### config.mk
export PLATFORM = sky130hd
export DESIGN_NAME = opb_eth_attach_v2
export DESIGN_NICKNAME = d
export VERILOG_FILES = /design/src/rtl/eth_attach_pkg.sv /design/src/rtl/opb_mem_rmw.sv /design/src/rtl/opb_eth_attach_v2.sv
export SDC_FILE = /design/constraint.sdc
export NUM_CORES = 1
export LEC_CHECK = 0
export CORE_MARGIN = 3
export CORE_UTILIZATION = 41
export DETAILED_ROUTE_END_ITERATION = 6
export PLACE_DENSITY_LB_ADDON = 0.2
export RECOVER_POWER = 50
export SYNTH_ARGS = -nofsm -noshare
export SYNTH_HDL_FRONTEND = slang
export SYNTH_SLANG_ARGS = --single-unit
### constraint.sdc
create_clock -name OPB_Clk -period 4.35 [get_ports OPB_Clk]
set_clock_uncertainty 0.1 [all_clocks]
set_input_delay 0.87 -clock OPB_Clk [delete_from_list [all_inputs] [get_ports OPB_Clk]]
set_output_delay 0.87 -clock OPB_Clk [all_outputs]
set_load 0.02 [all_outputs]
### src/rtl/eth_attach_pkg.sv
// Shared definitions for the OPB 10GbE attachment.
// Holds the memory-window geometry, register indices, STATUS bit positions,
// the bus FSM state type and a byte-enable merge helper.
package eth_attach_pkg;

    // Region r lives at offset REGION_STRIDE*(r+1) and spans REGION_SIZE bytes
    localparam logic [31:0] REGION_STRIDE = 32'h0000_1000;
    localparam logic [31:0] REGION_SIZE   = 32'h0000_0800;

    // Register indices (byte address bits [5:2])
    localparam logic [3:0] REG_MAC_HI   = 4'd0;
    localparam logic [3:0] REG_MAC_LO   = 4'd1;
    localparam logic [3:0] REG_IP       = 4'd4;
    localparam logic [3:0] REG_SIZES    = 4'd6;
    localparam logic [3:0] REG_PORT     = 4'd8;
    localparam logic [3:0] REG_TX_CNT   = 4'd12;
    localparam logic [3:0] REG_RX_CNT   = 4'd13;
    localparam logic [3:0] REG_STATUS   = 4'd14;
    localparam logic [3:0] REG_IRQ_MASK = 4'd15;

    // STATUS register bit positions
    localparam int unsigned ST_TX_DONE_BIT  = 0;
    localparam int unsigned ST_RX_AVAIL_BIT = 1;

    typedef enum logic [2:0] {
        S_IDLE,
        S_ACK,
        S_RD_WAIT,
        S_RMW_RD,
        S_RMW_WR
    } state_t;

    // Replace the bytes of old_val whose enable bit is set (be[i] -> bits [8i+7:8i])
    function automatic logic [31:0] be_merge(input logic [31:0] old_val,
                                             input logic [31:0] new_val,
                                             input logic [3:0]  be);
        logic [31:0] res;
        res = old_val;
        for (int unsigned i = 0; i < 4; i++) begin
            if (be[i]) res[8*i +: 8] = new_val[8*i +: 8];
        end
        return res;
    endfunction

endpackage

### src/rtl/opb_mem_rmw.sv
// Memory access helper for the OPB attachment.
// Ports:
//   clk, rst_n   clock and asynchronous active-low reset
//   start        pulse on the cycle a memory access is accepted
//   lat_done     high once the configured read latency has elapsed
//   rd_word      64-bit word returned by the selected region
//   wr_data/be   latched bus write data and byte enables
//   lane         byte address bit 2: 0 = upper half [63:32], 1 = lower half [31:0]
//   rd_half      selected 32-bit half of rd_word
//   merged       rd_word with the enabled bytes of the selected half replaced
module opb_mem_rmw
    import eth_attach_pkg::*;
#(
    parameter int unsigned MEM_RD_LAT = 1
) (
    input  logic        clk,
    input  logic        rst_n,
    input  logic        start,
    output logic        lat_done,
    input  logic [63:0] rd_word,
    input  logic [31:0] wr_data,
    input  logic [3:0]  be,
    input  logic        lane,
    output logic [31:0] rd_half,
    output logic [63:0] merged
);

    logic [1:0] cnt;

    // Loaded with LAT-1 at accept so the wait state lasts exactly MEM_RD_LAT cycles
    always_ff @(posedge clk or negedge rst_n) begin
        if (!rst_n) begin
            cnt <= '0;
        end else if (start) begin
            cnt <= 2'(MEM_RD_LAT - 1);
        end else if (cnt != '0) begin
            cnt <= cnt - 2'd1;
        end
    end

    assign lat_done = (cnt == '0);

    always_comb begin
        rd_half = lane ? rd_word[31:0] : rd_word[63:32];
        if (lane) begin
            merged = {rd_word[63:32], be_merge(rd_word[31:0], wr_data, be)};
        end else begin
            merged = {be_merge(rd_word[63:32], wr_data, be), rd_word[31:0]};
        end
    end

endmodule

### src/rtl/opb_eth_attach_v2.sv
// OPB slave for the 10GbE core: fabric config registers, CPU TX/RX packet
// handshake, packet counters with interrupt, and an N-region 64-bit memory
// window with configurable read latency and byte-merged read-modify-write.
// Ports:
//   OPB_*            OPB slave request side (clock, reset, address, data, BE)
//   Sl_DBus/Sl_xferAck/Sl_toutSup  slave response
//   mem_*            shared memory port: word address, one-hot region, read
//                    data (region r at [64r+63:64r]), merged write data/strobe
//   cpu_tx_*/cpu_rx_* packet handshake with the 10GbE wrapper
//   local_*          fabric MAC/IP/port/enable configuration
//   irq              |(STATUS & IRQ_MASK)
module opb_eth_attach_v2
    import eth_attach_pkg::*;
#(
    parameter logic [31:0]            C_BASEADDR     = 32'h0000_0000,
    parameter logic [31:0]            C_HIGHADDR     = 32'h0000_FFFF,
    parameter int unsigned            NUM_REGIONS    = 3,
    parameter logic [NUM_REGIONS-1:0] REGION_WR_MASK = 3'b101,
    parameter int unsigned            MEM_AWIDTH     = 8,
    parameter int unsigned            MEM_RD_LAT     = 1,
    parameter logic [47:0]            FABRIC_MAC     = '1,
    parameter logic [31:0]            FABRIC_IP      = '1,
    parameter logic [15:0]            FABRIC_PORT    = 16'hFFFF,
    parameter logic                   FABRIC_ENABLE  = 1'b0
) (
    input  logic                      OPB_Clk,
    input  logic                      OPB_Rst_n,
    input  logic                      OPB_RNW,
    input  logic                      OPB_select,
    input  logic [3:0]                OPB_BE,
    input  logic [31:0]               OPB_ABus,
    input  logic [31:0]               OPB_DBus,
    output logic [31:0]               Sl_DBus,
    output logic                      Sl_xferAck,
    output logic                      Sl_toutSup,
    output logic [MEM_AWIDTH-1:0]     mem_addr,
    output logic [NUM_REGIONS-1:0]    mem_region,
    input  logic [64*NUM_REGIONS-1:0] mem_rd_data,
    output logic [63:0]               mem_wr_data,
    output logic                      mem_wr_en,
    output logic [MEM_AWIDTH:0]       cpu_tx_size,
    output logic                      cpu_tx_ready,
    input  logic                      cpu_tx_done,
    input  logic [MEM_AWIDTH:0]       cpu_rx_size,
    output logic                      cpu_rx_ack,
    output logic [47:0]               local_mac,
    output logic [31:0]               local_ip,
    output logic [15:0]               local_port,
    output logic                      local_enable,
    output logic                      irq
);

    // ---------------------------------------------------------------- decode
    logic [31:0]            off;
    logic                   in_win, is_reg, rg_hit, rg_wr_ok, accept, mem_start;
    logic [NUM_REGIONS-1:0] rg_onehot;

    always_comb begin
        off       = OPB_ABus - C_BASEADDR;
        // Offset compare also rejects addresses below the base (they wrap high)
        in_win    = (off <= (C_HIGHADDR - C_BASEADDR));
        is_reg    = (off[31:6] == '0);
        rg_hit    = 1'b0;
        rg_wr_ok  = 1'b0;
        rg_onehot = '0;
        for (int unsigned r = 0; r < NUM_REGIONS; r++) begin
            if (off >= REGION_STRIDE * 32'(r + 1) &&
                off <  REGION_STRIDE * 32'(r + 1) + REGION_SIZE) begin
                rg_hit       = 1'b1;
                rg_onehot[r] = 1'b1;
                rg_wr_ok     = REGION_WR_MASK[r];
            end
        end
    end

    state_t state;
    logic   a_rnw, a_lane, a_mem, a_reg;
    logic [3:0]  a_be, a_idx;
    logic [31:0] a_data;

    assign accept    = (state == S_IDLE) && OPB_select && in_win && !Sl_xferAck;
    // Writes to read-only regions are acked without touching memory
    assign mem_start = accept && rg_hit && (OPB_RNW || rg_wr_ok);

    // ------------------------------------------------------- memory datapath
    logic        lat_done;
    logic [63:0] rd_word;
    logic [31:0] rd_half, reg_rdata, rdata;

    always_comb begin
        rd_word = '0;
        for (int unsigned r = 0; r < NUM_REGIONS; r++) begin
            if (mem_region[r]) rd_word = mem_rd_data[64*r +: 64];
        end
    end

    opb_mem_rmw #(
        .MEM_RD_LAT (MEM_RD_LAT)
    ) u_mem_rmw (
        .clk      (OPB_Clk),
        .rst_n    (OPB_Rst_n),
        .start    (mem_start),
        .lat_done (lat_done),
        .rd_word  (rd_word),
        .wr_data  (a_data),
        .be       (a_be),
        .lane     (a_lane),
        .rd_half  (rd_half),
        .merged   (mem_wr_data)
    );

    // ------------------------------------------------------------------- FSM
    always_ff @(posedge OPB_Clk or negedge OPB_Rst_n) begin
        if (!OPB_Rst_n) begin
            state      <= S_IDLE;
            Sl_xferAck <= 1'b0;
            Sl_DBus    <= '0;
            Sl_toutSup <= 1'b0;
            mem_addr   <= '0;
            mem_region <= '0;
            mem_wr_en  <= 1'b0;
            a_rnw      <= 1'b0;
            a_lane     <= 1'b0;
            a_mem      <= 1'b0;
            a_reg      <= 1'b0;
            a_be       <= '0;
            a_idx      <= '0;
            a_data     <= '0;
        end else begin
            Sl_xferAck <= 1'b0;
            Sl_DBus    <= '0;
            case (state)
                S_IDLE: begin
                    if (accept) begin
                        a_rnw    <= OPB_RNW;
                        a_lane   <= OPB_ABus[2];
                        a_be     <= OPB_BE;
                        a_idx    <= OPB_ABus[5:2];
                        a_data   <= OPB_DBus;
                        a_mem    <= mem_start;
                        a_reg    <= is_reg;
                        mem_addr <= OPB_ABus[MEM_AWIDTH+2:3];
                        if (mem_start) begin
                            mem_region <= rg_onehot;
                            Sl_toutSup <= 1'b1;
                            state      <= OPB_RNW ? S_RD_WAIT : S_RMW_RD;
                        end else begin
                            state <= S_ACK;
                        end
                    end
                end
                S_RD_WAIT: begin
                    if (lat_done) state <= S_ACK;
                end
                S_RMW_RD: begin
                    if (lat_done) begin
                        mem_wr_en <= 1'b1;
                        state     <= S_RMW_WR;
                    end
                end
                S_RMW_WR: begin
                    mem_wr_en <= 1'b0;
                    state     <= S_ACK;
                end
                S_ACK: begin
                    Sl_xferAck <= 1'b1;
                    Sl_DBus    <= a_rnw ? rdata : '0;
                    mem_region <= '0;
                    Sl_toutSup <= 1'b0;
                    state      <= S_IDLE;
                end
                default: state <= S_IDLE;
            endcase
        end
    end

    // ------------------------------------------------------------- registers
    logic [31:0]      tx_cnt, rx_cnt, wr_merged;
    logic [1:0]       irq_mask, status;
    logic             st_tx_done, rx_avail, reg_wr, tx_post, rx_consume;
    logic [MEM_AWIDTH:0] new_tx_size;

    assign rx_avail = (cpu_rx_size != '0) && !cpu_rx_ack;

    always_comb begin
        status                  = '0;
        status[ST_TX_DONE_BIT]  = st_tx_done;
        status[ST_RX_AVAIL_BIT] = rx_avail;
    end

    assign irq = |(status & irq_mask);

    always_comb begin
        case (a_idx)
            REG_MAC_HI:   reg_rdata = {16'h0, local_mac[47:32]};
            REG_MAC_LO:   reg_rdata = local_mac[31:0];
            REG_IP:       reg_rdata = local_ip;
            REG_SIZES:    reg_rdata = {16'(cpu_tx_size),
                                       cpu_rx_ack ? 16'h0 : 16'(cpu_rx_size)};
            REG_PORT:     reg_rdata = {15'h0, local_enable, local_port};
            REG_TX_CNT:   reg_rdata = tx_cnt;
            REG_RX_CNT:   reg_rdata = rx_cnt;
            REG_STATUS:   reg_rdata = {30'h0, status};
            REG_IRQ_MASK: reg_rdata = {30'h0, irq_mask};
            default:      reg_rdata = '0;
        endcase
        rdata = a_mem ? rd_half : (a_reg ? reg_rdata : '0);
    end

    // Byte-enabled writes merge into the register's current readback image
    assign wr_merged   = be_merge(reg_rdata, a_data, a_be);
    assign reg_wr      = (state == S_ACK) && !a_rnw && a_reg;
    assign new_tx_size = a_data[16 +: MEM_AWIDTH+1];
    assign tx_post     = reg_wr && (a_idx == REG_SIZES) && a_be[2] &&
                         (new_tx_size != '0) && !cpu_tx_ready;
    assign rx_consume  = reg_wr && (a_idx == REG_SIZES) && a_be[0] &&
                         (a_data[7:0] == 8'h00) && (cpu_rx_size != '0) && !cpu_rx_ack;

    always_ff @(posedge OPB_Clk or negedge OPB_Rst_n) begin
        if (!OPB_Rst_n) begin
            local_mac    <= FABRIC_MAC;
            local_ip     <= FABRIC_IP;
            local_port   <= FABRIC_PORT;
            local_enable <= FABRIC_ENABLE;
            irq_mask     <= '0;
            tx_cnt       <= '0;
            rx_cnt       <= '0;
            st_tx_done   <= 1'b0;
            cpu_tx_size  <= '0;
            cpu_tx_ready <= 1'b0;
            cpu_rx_ack   <= 1'b0;
        end else begin
            if (reg_wr && a_idx == REG_MAC_HI)   local_mac[47:32] <= wr_merged[15:0];
            if (reg_wr && a_idx == REG_MAC_LO)   local_mac[31:0]  <= wr_merged;
            if (reg_wr && a_idx == REG_IP)       local_ip         <= wr_merged;
            if (reg_wr && a_idx == REG_IRQ_MASK) irq_mask         <= wr_merged[1:0];
            if (reg_wr && a_idx == REG_PORT) begin
                local_port   <= wr_merged[15:0];
                local_enable <= wr_merged[16];
            end

            if (cpu_tx_done) begin
                cpu_tx_size  <= '0;
                cpu_tx_ready <= 1'b0;
            end else if (tx_post) begin
                cpu_tx_size  <= new_tx_size;
                cpu_tx_ready <= 1'b1;
            end

            if (cpu_tx_done) begin
                tx_cnt <= ((reg_wr && a_idx == REG_TX_CNT) ? wr_merged : tx_cnt) + 32'd1;
            end else if (reg_wr && a_idx == REG_TX_CNT) begin
                tx_cnt <= wr_merged;
            end

            if (reg_wr && a_idx == REG_RX_CNT) begin
                rx_cnt <= '0;
            end else if (rx_consume) begin
                rx_cnt <= rx_cnt + 32'd1;
            end

            // Set has priority over write-1-clear
            if (cpu_tx_done) begin
                st_tx_done <= 1'b1;
            end else if (reg_wr && a_idx == REG_STATUS && a_be[0] && a_data[ST_TX_DONE_BIT]) begin
                st_tx_done <= 1'b0;
            end

            if (rx_consume) begin
                cpu_rx_ack <= 1'b1;
            end else if (cpu_rx_ack && cpu_rx_size == '0) begin
                cpu_rx_ack <= 1'b0;
            end
        end
    end

endmodule

# --- Yosys cells after proc, flatten, opt, wreduce, memory -nomap -nowiden ---
# Cells that the tools add are included.
word_totals:
  output_inout_bits: 219
  elab_cells: 169
  reg_bits: 270
  input_bits: 274
classes:
  bitwise: 1
  addsub: 3
  n_eq_ne: 16
  mux: 59
  n_reduce_logical: 56
  n_lt_le_gt_ge: 7
op_table:
  columns: ["operator", "n"]
  rows:
  - ["2-to-1 mux 32 bit", 9]
  - ["case mux 32 bit (9 select lines)", 1]
  - ["2-to-1 mux 64 bit", 4]
  - ["2-to-1 mux 8 bit", 12]
  - ["adder 32 x 1 -> 32 bit (second input constant)", 2]
  - ["greater-or-equal comparator 32 x 14 -> 1 bit (second input constant)", 2]
  - ["< comparator 32 x 14 -> 1 bit (second input constant)", 2]
  - ["greater-or-equal comparator 32 x 13 -> 1 bit (second input constant)", 1]
  - ["<= comparator 32 x 16 -> 1 bit (second input constant)", 1]
  - ["< comparator 32 x 13 -> 1 bit (second input constant)", 1]
  - ["logical AND 1 bit", 30]
  - ["2-to-1 mux 9 bit", 3]
  - ["logical NOT 26 bit", 1]
  - ["== test 4 bit (second input constant)", 5]
  - ["2-to-1 mux 1 bit", 18]
  - ["nonzero test 9 bit", 2]
  - ["nonzero test 2 bit", 8]
  - ["2-to-1 mux 3 bit", 5]
  - ["case mux 3 bit (4 select lines)", 1]
  - ["logical NOT 9 bit", 1]
  - ["== test 4 x 3 -> 1 bit (second input constant)", 2]
  - ["logical NOT 8 bit", 1]
  - ["!= test 2 bit (second input constant)", 4]
  - ["== test 3 x 2 -> 1 bit (second input constant)", 2]
  - ["16 further kinds", 24]

# --- Logic depth before layout (Yosys ltp) ---
depth:
  word_depth: 10
  depth_mapped: 22
  mapped_depth_nobuf: 15

# --- By module ---
# A second synthesis with hierarchy kept.
unflattened:
  cells_unflattened: 1665
  area_unflattened_um2: 16256.8
by_module_without_submodules:
  columns: ["mod", "area_per_inst_um2", "seq_area_each_um2", "instances", "cells_each"]
  rows:
  - ["opb_eth_attach_v2", 14969.4, 6726.5, 1, 1544]
  - ["opb_mem_rmw", 1287.5, 50.0, 1, 121]

# --- Least setup slack after synthesis ---
# No wires, ideal clock.
synth_timing:
  path_kind: "register to register"
  from: "register mem_addr[1] (netlist name)"
  to: "register tx_cnt[28]"
  setup_slack_ps: -87
  setup_time_ps: 80
  t_arrival_ps: 4257
  required_ps: 4170
  n_path_buf: 8
  synth_period_minus_slack_ps: 4437
  path_stages_with_launch: 21
  cell_sequence: "dfrtp_1 > buf_4 > buf_6 > and4bb_1 > buf_2 > nand3_1 > clkbuf_1 > clkbuf_1 > clkbuf_1 > nand2_1 > nand2_1 > ha_1 > nand2_1 > or4_1 > nor2b_1 > buf_2 > nand3_1 > or3_1 > buf_6 > nor4b_4 > xnor2_1"
synth_rtl:
  columns: ["item", "line_no", "rtl"]
  rows:
  - ["end signal, assigned", "opb_eth_attach_v2.sv:251", "tx_cnt <= ((reg_wr && a_idx == REG_TX_CNT) ? wr_merged : tx_cnt) + 32'd1;"]
  - ["end signal, assigned", "opb_eth_attach_v2.sv:253", "tx_cnt <= wr_merged;"]
  - ["end, declared", "opb_eth_attach_v2.sv:178", "logic [31:0] tx_cnt, rx_cnt, wr_merged;"]

# --- Worst setup path in the final report ---
layout_timing:
  from: "register mem_region[1]"
  to: "output port mem_wr_data[9]"
layout_between:
  elab_chain_cells: 4
layout_lines:
  columns: ["item", "line_no", "rtl"]
  rows:
  - ["start, declared", "opb_eth_attach_v2.sv:37", "output logic [NUM_REGIONS-1:0] mem_region,"]
  - ["start signal, assigned", "opb_eth_attach_v2.sv:144", "mem_region <= rg_onehot;"]
  - ["2-to-1 mux 64 bit * (2 in a row)", "opb_eth_attach_v2.sv:93", "if (mem_region[r]) rd_word = mem_rd_data[64*r +: 64];"]
  - ["2-to-1 mux 8 bit", "eth_attach_pkg.sv:40", "if (be[i]) res[8*i +: 8] = new_val[8*i +: 8];"]
  - ["2-to-1 mux 64 bit *", "opb_mem_rmw.sv:45", "if (lane) begin"]
  - ["end, declared", "opb_eth_attach_v2.sv:39", "output logic [63:0] mem_wr_data,"]
# Mark *: on every way between the ends. The rest lies on a longest branch, timed or not.

==> results.md <==
- total DRC errors in the routed layout: 0
- die height: 202 um
- Syn-to-layout area delta: 43.1%
- DR vias: 16300
- cell depth of the worst flop-to-flop path: 13
- element type at the critical path start: flop
- Synthesized Nets: 2018
- number of nets in the layout: 2511
- violation count after the first detailed-routing iteration: 1394
- cell accounting for the most synthesized area: sky130_fd_sc_hd__dfrtp_1
- destination of the worst register-to-register timing path: tx_cnt[23]
- worst IR drop on VDD: 0.306 mV
- Critical Path End Type: primary output
- run status: finished with violations
- number of global-route vias before repair: 15900
- share of the yosys chip area belonging to registers: 42.9%
- post-detailed-route via-to-cell ratio: 5.87
- layout filler cell count: 3318
- first-pass GRT wire length: 106000 um
- final RePlAce weighted congestion: 0.962
- internal power summed over all cells: 0.00436 W
- cell types with the largest area share after synthesis: sky130_fd_sc_hd__dfrtp_1 (27%), sky130_fd_sc_hd__dfstp_2 (16%), sky130_fd_sc_hd__mux2_2 (6.6%)
- Tot GR Track Use: 34.2%
- TritonCTS clock tree: done
- number of iterations in the first detailed-routing pass: 6
- Met3 Routed Length: 5940 um
- overflow left after global routing: 0
- sequential fraction of design power: 45.1%
- Root Buffer Master: sky130_fd_sc_hd__clkbuf_16
- row count: 71
- Seq cells post-synth: 266
- worst hold path endpoint: local_ip[15]
- min-delay worst type: reg2reg
- switching share of power: 23.6%
- port buffer count: 490
- initial cell density of the core: 41.8%
- area inside the core boundary: 37800 sq um
- Avg Synthesized Cell Area: 9.08 sq um
- register with the most flip-flops: local_mac
- drt total wl: 72800 um
- biggest fanout along the worst timing path: 67
- post-DP HPWL: 56800 um
- Arr. time, crit path: 3.29 ns
- number of standard cells in the final layout excluding fillers: 2774
- Final Hold Viols: 0
- setup_tns: 0 ns
- Register-to-Register Setup Slack: 0.20 ns
- number of warnings reported in the yosys synthesis log: 0
- part of the power in the clock network: 46.0%
- final worst slack: 0.0860 ns
- violations in the final reports: max-capacitance violations, max-slew violations
- startpoint of the worst-slack reg-to-reg timing path: mem_addr[2]
- setup repair after global routing missed its margin: no
- maximum clock frequency: 235 MHz
- worst path required time: 3.38 ns
- pre-CTS setup slack: 0.150 ns
- Max Slew Vio Count: 186
- maximum number of pins on one net before global-route repair: 81
- count of antenna-violating nets left after detailed routing: 0
- ratio of final minimum period to clock period: 98.0%
- worst hold stages: 2
- hold wc startpoint: local_ip[15]
- clock-pin slew reported for the worst setup and hold paths after clock tree synthesis: 0.06 ns
- Total Die Area: 41000 sq um
- final standard cell utilization of the core: 59.8%
- number of buffers added by the clock tree synthesis step: 31
- number of flip-flops in the largest register: 48
- commonest register cell after synthesis: sky130_fd_sc_hd__dfrtp_1
- die boundary width: 202 um
- Post-Synthesis Cell Area: 15800 sq um
- hold-fix buffer count after cts: 0
- CTS H-tree depth: 1
- Pwr per Cell Area: 252 nW/um^2
- number of instances in the synthesized netlist: 1741
- Avg WL per Cell: 26.2 um
- Top-Level Pins: 493
- crit path time final: 4.26 ns
- met1 WL: 30000 um
- wire length on met2: 33800 um
- # placed instances: 2711
- clock tree sinks: 266
- number of library cell types mapped by synthesis: 83
- top sig layer: met5
- setup violation total in the final timing report: 0
- fraction of power consumed by combinational cells: 8.9%
- Async S/R FF share, synth: 100%
- Worst-Margin Slew: 2.25 ns
- type of the worst setup path: reg2out
- antenna violations before repair: 6
- total leakage power: 9.62 nW
- layout cells sized above 1: 16.7%
- Post-synth EDFFs: 0
- Slew Limit Headroom: -50.0%
- # Max-Cap Violations: 3
- source-to-sink clock delay at the later pin of the worst-skew pair: 0.59 ns
- net load switching power: 0.00134 W
- share of Yosys cell area claimed by the top area cell type: 26.9%
- CTS Buffer Depth: 3
## how the worst max path moves through the flow
stage,cells after the start,endpoint,startpoint
finish,6,mem_wr_data[9],mem_region[1]
global route,6,mem_wr_data[9],mem_region[1]
CTS,5,mem_wr_data[51],a_idx[0]
detailed placement,13,tx_cnt[28],cpu_rx_size[7]
global placement,13,tx_cnt[28],cpu_rx_size[7]
floorplan,20,tx_cnt[28],mem_addr[1]
## logic make-up after synthesis
family / share of synthesized area, %
buffers and inverters: 4.43
XOR/XNOR: 3.54
AO/OA/AOI/OAI: 18.7
multiplexers: 12.4
adder cells (fa/ha/maj): 0.237
AND/OR/NAND/NOR: 17.9
flip-flops: 42.9
## cells in the mapped netlist (all sizes together), types with 10 or more instances
cell type and number:
a21oi 117, nor3 21, dfrtp 170, buf 39
mux2i 85, o21ai 158, and3 13, nand2b 15
nand2 192, xnor2 30, clkbuf 90, xor2 34
or2 10, a31oi 10, inv 35, nor4 14
mux2 93, a22oi 121, or3 10, nand3 33
nand3b 20, dfstp 96, nand4 17, nor2 189
## per-stage QoR
step                      area (sq um)  total power [W]  hold WS, ns
after CTS                        22700          0.00572        0.219
after global placement           21600          0.00311        0.379
after global routing             22600          0.00587        0.405
final                            22600          0.00570        0.392
after detailed placement         21600          0.00312        0.382
after floorplan                  15800          0.00273        0.370
## per-layer routing
metal  GRT usage (%)  vias up
li1                -     7256
met1            46.4     8024
met2            55.1      863
met3            5.83      144
met4            12.4        6
met5               0        -
## power groups by stage
stage,sequential (W),combinational [W],clock (W)
after floorplan,0.00259,0.000134,0
after global placement,0.00261,0.000502,0
after detailed placement,0.00261,0.000510,0
after CTS,0.00257,0.000514,0.00264
after global routing,0.00257,0.000549,0.00275
final,0.00257,0.000509,0.00262
## layout make-up
type | instances | area, sq um | share of cell area [%]
Antenna cell | 4 | 10.0 | 0.0442
Timing Repair Buffer | 588 | 5660 | 25.0
Clock inverter | 10 | 93.8 | 0.415
Inverter | 35 | 131 | 0.581
Clock buffer | 48 | 930 | 4.11
Sequential cell | 266 | 6790 | 30.0
Tap cell | 511 | 639 | 2.83
Multi-Input combinational cell | 1312 | 8370 | 37.0
## worst max-delay path: stages, from the launching register on
cell and delay (ns):
sky130_fd_sc_hd__dfrtp_2 0.45, sky130_fd_sc_hd__buf_6 0.45, sky130_fd_sc_hd__a22oi_1 0.22, sky130_fd_sc_hd__nor2_1 0.34, sky130_fd_sc_hd__a21oi_1 0.10, sky130_fd_sc_hd__o21ai_0 0.39, sky130_fd_sc_hd__clkdlybuf4s50_1 0.69
## placed cells by master (no fill, tap or decap), drive strengths merged, types with 6 or more instances in the layout
cell type,count
nand3,33
clkdlybuf4s50,438
dlygate4sd3,51
o21ai,158
nand3b,20
a22o,6
and2,8
clkinv,6
nand2,192
clkbuf,58
mux2i,85
nand2b,15
dfrtp,170
mux2,93
dfstp,96
a22oi,121
nor4,14
nor3,21
and3,13
inv,37
buf,89
xnor2,30
or2,10
xor2,34
nor3b,7
a31oi,10
a211oi,6
nor2b,10
a21oi,117
nor2,189
or3,10
nand4,17
or3b,9
## repair_timing
item                       CTS  global route
setup endpoints to repair    3            13
cloned                       0             1
gates resized for setup      1             9
setup buffers                0             0
(Power assumes the default switching activity.)
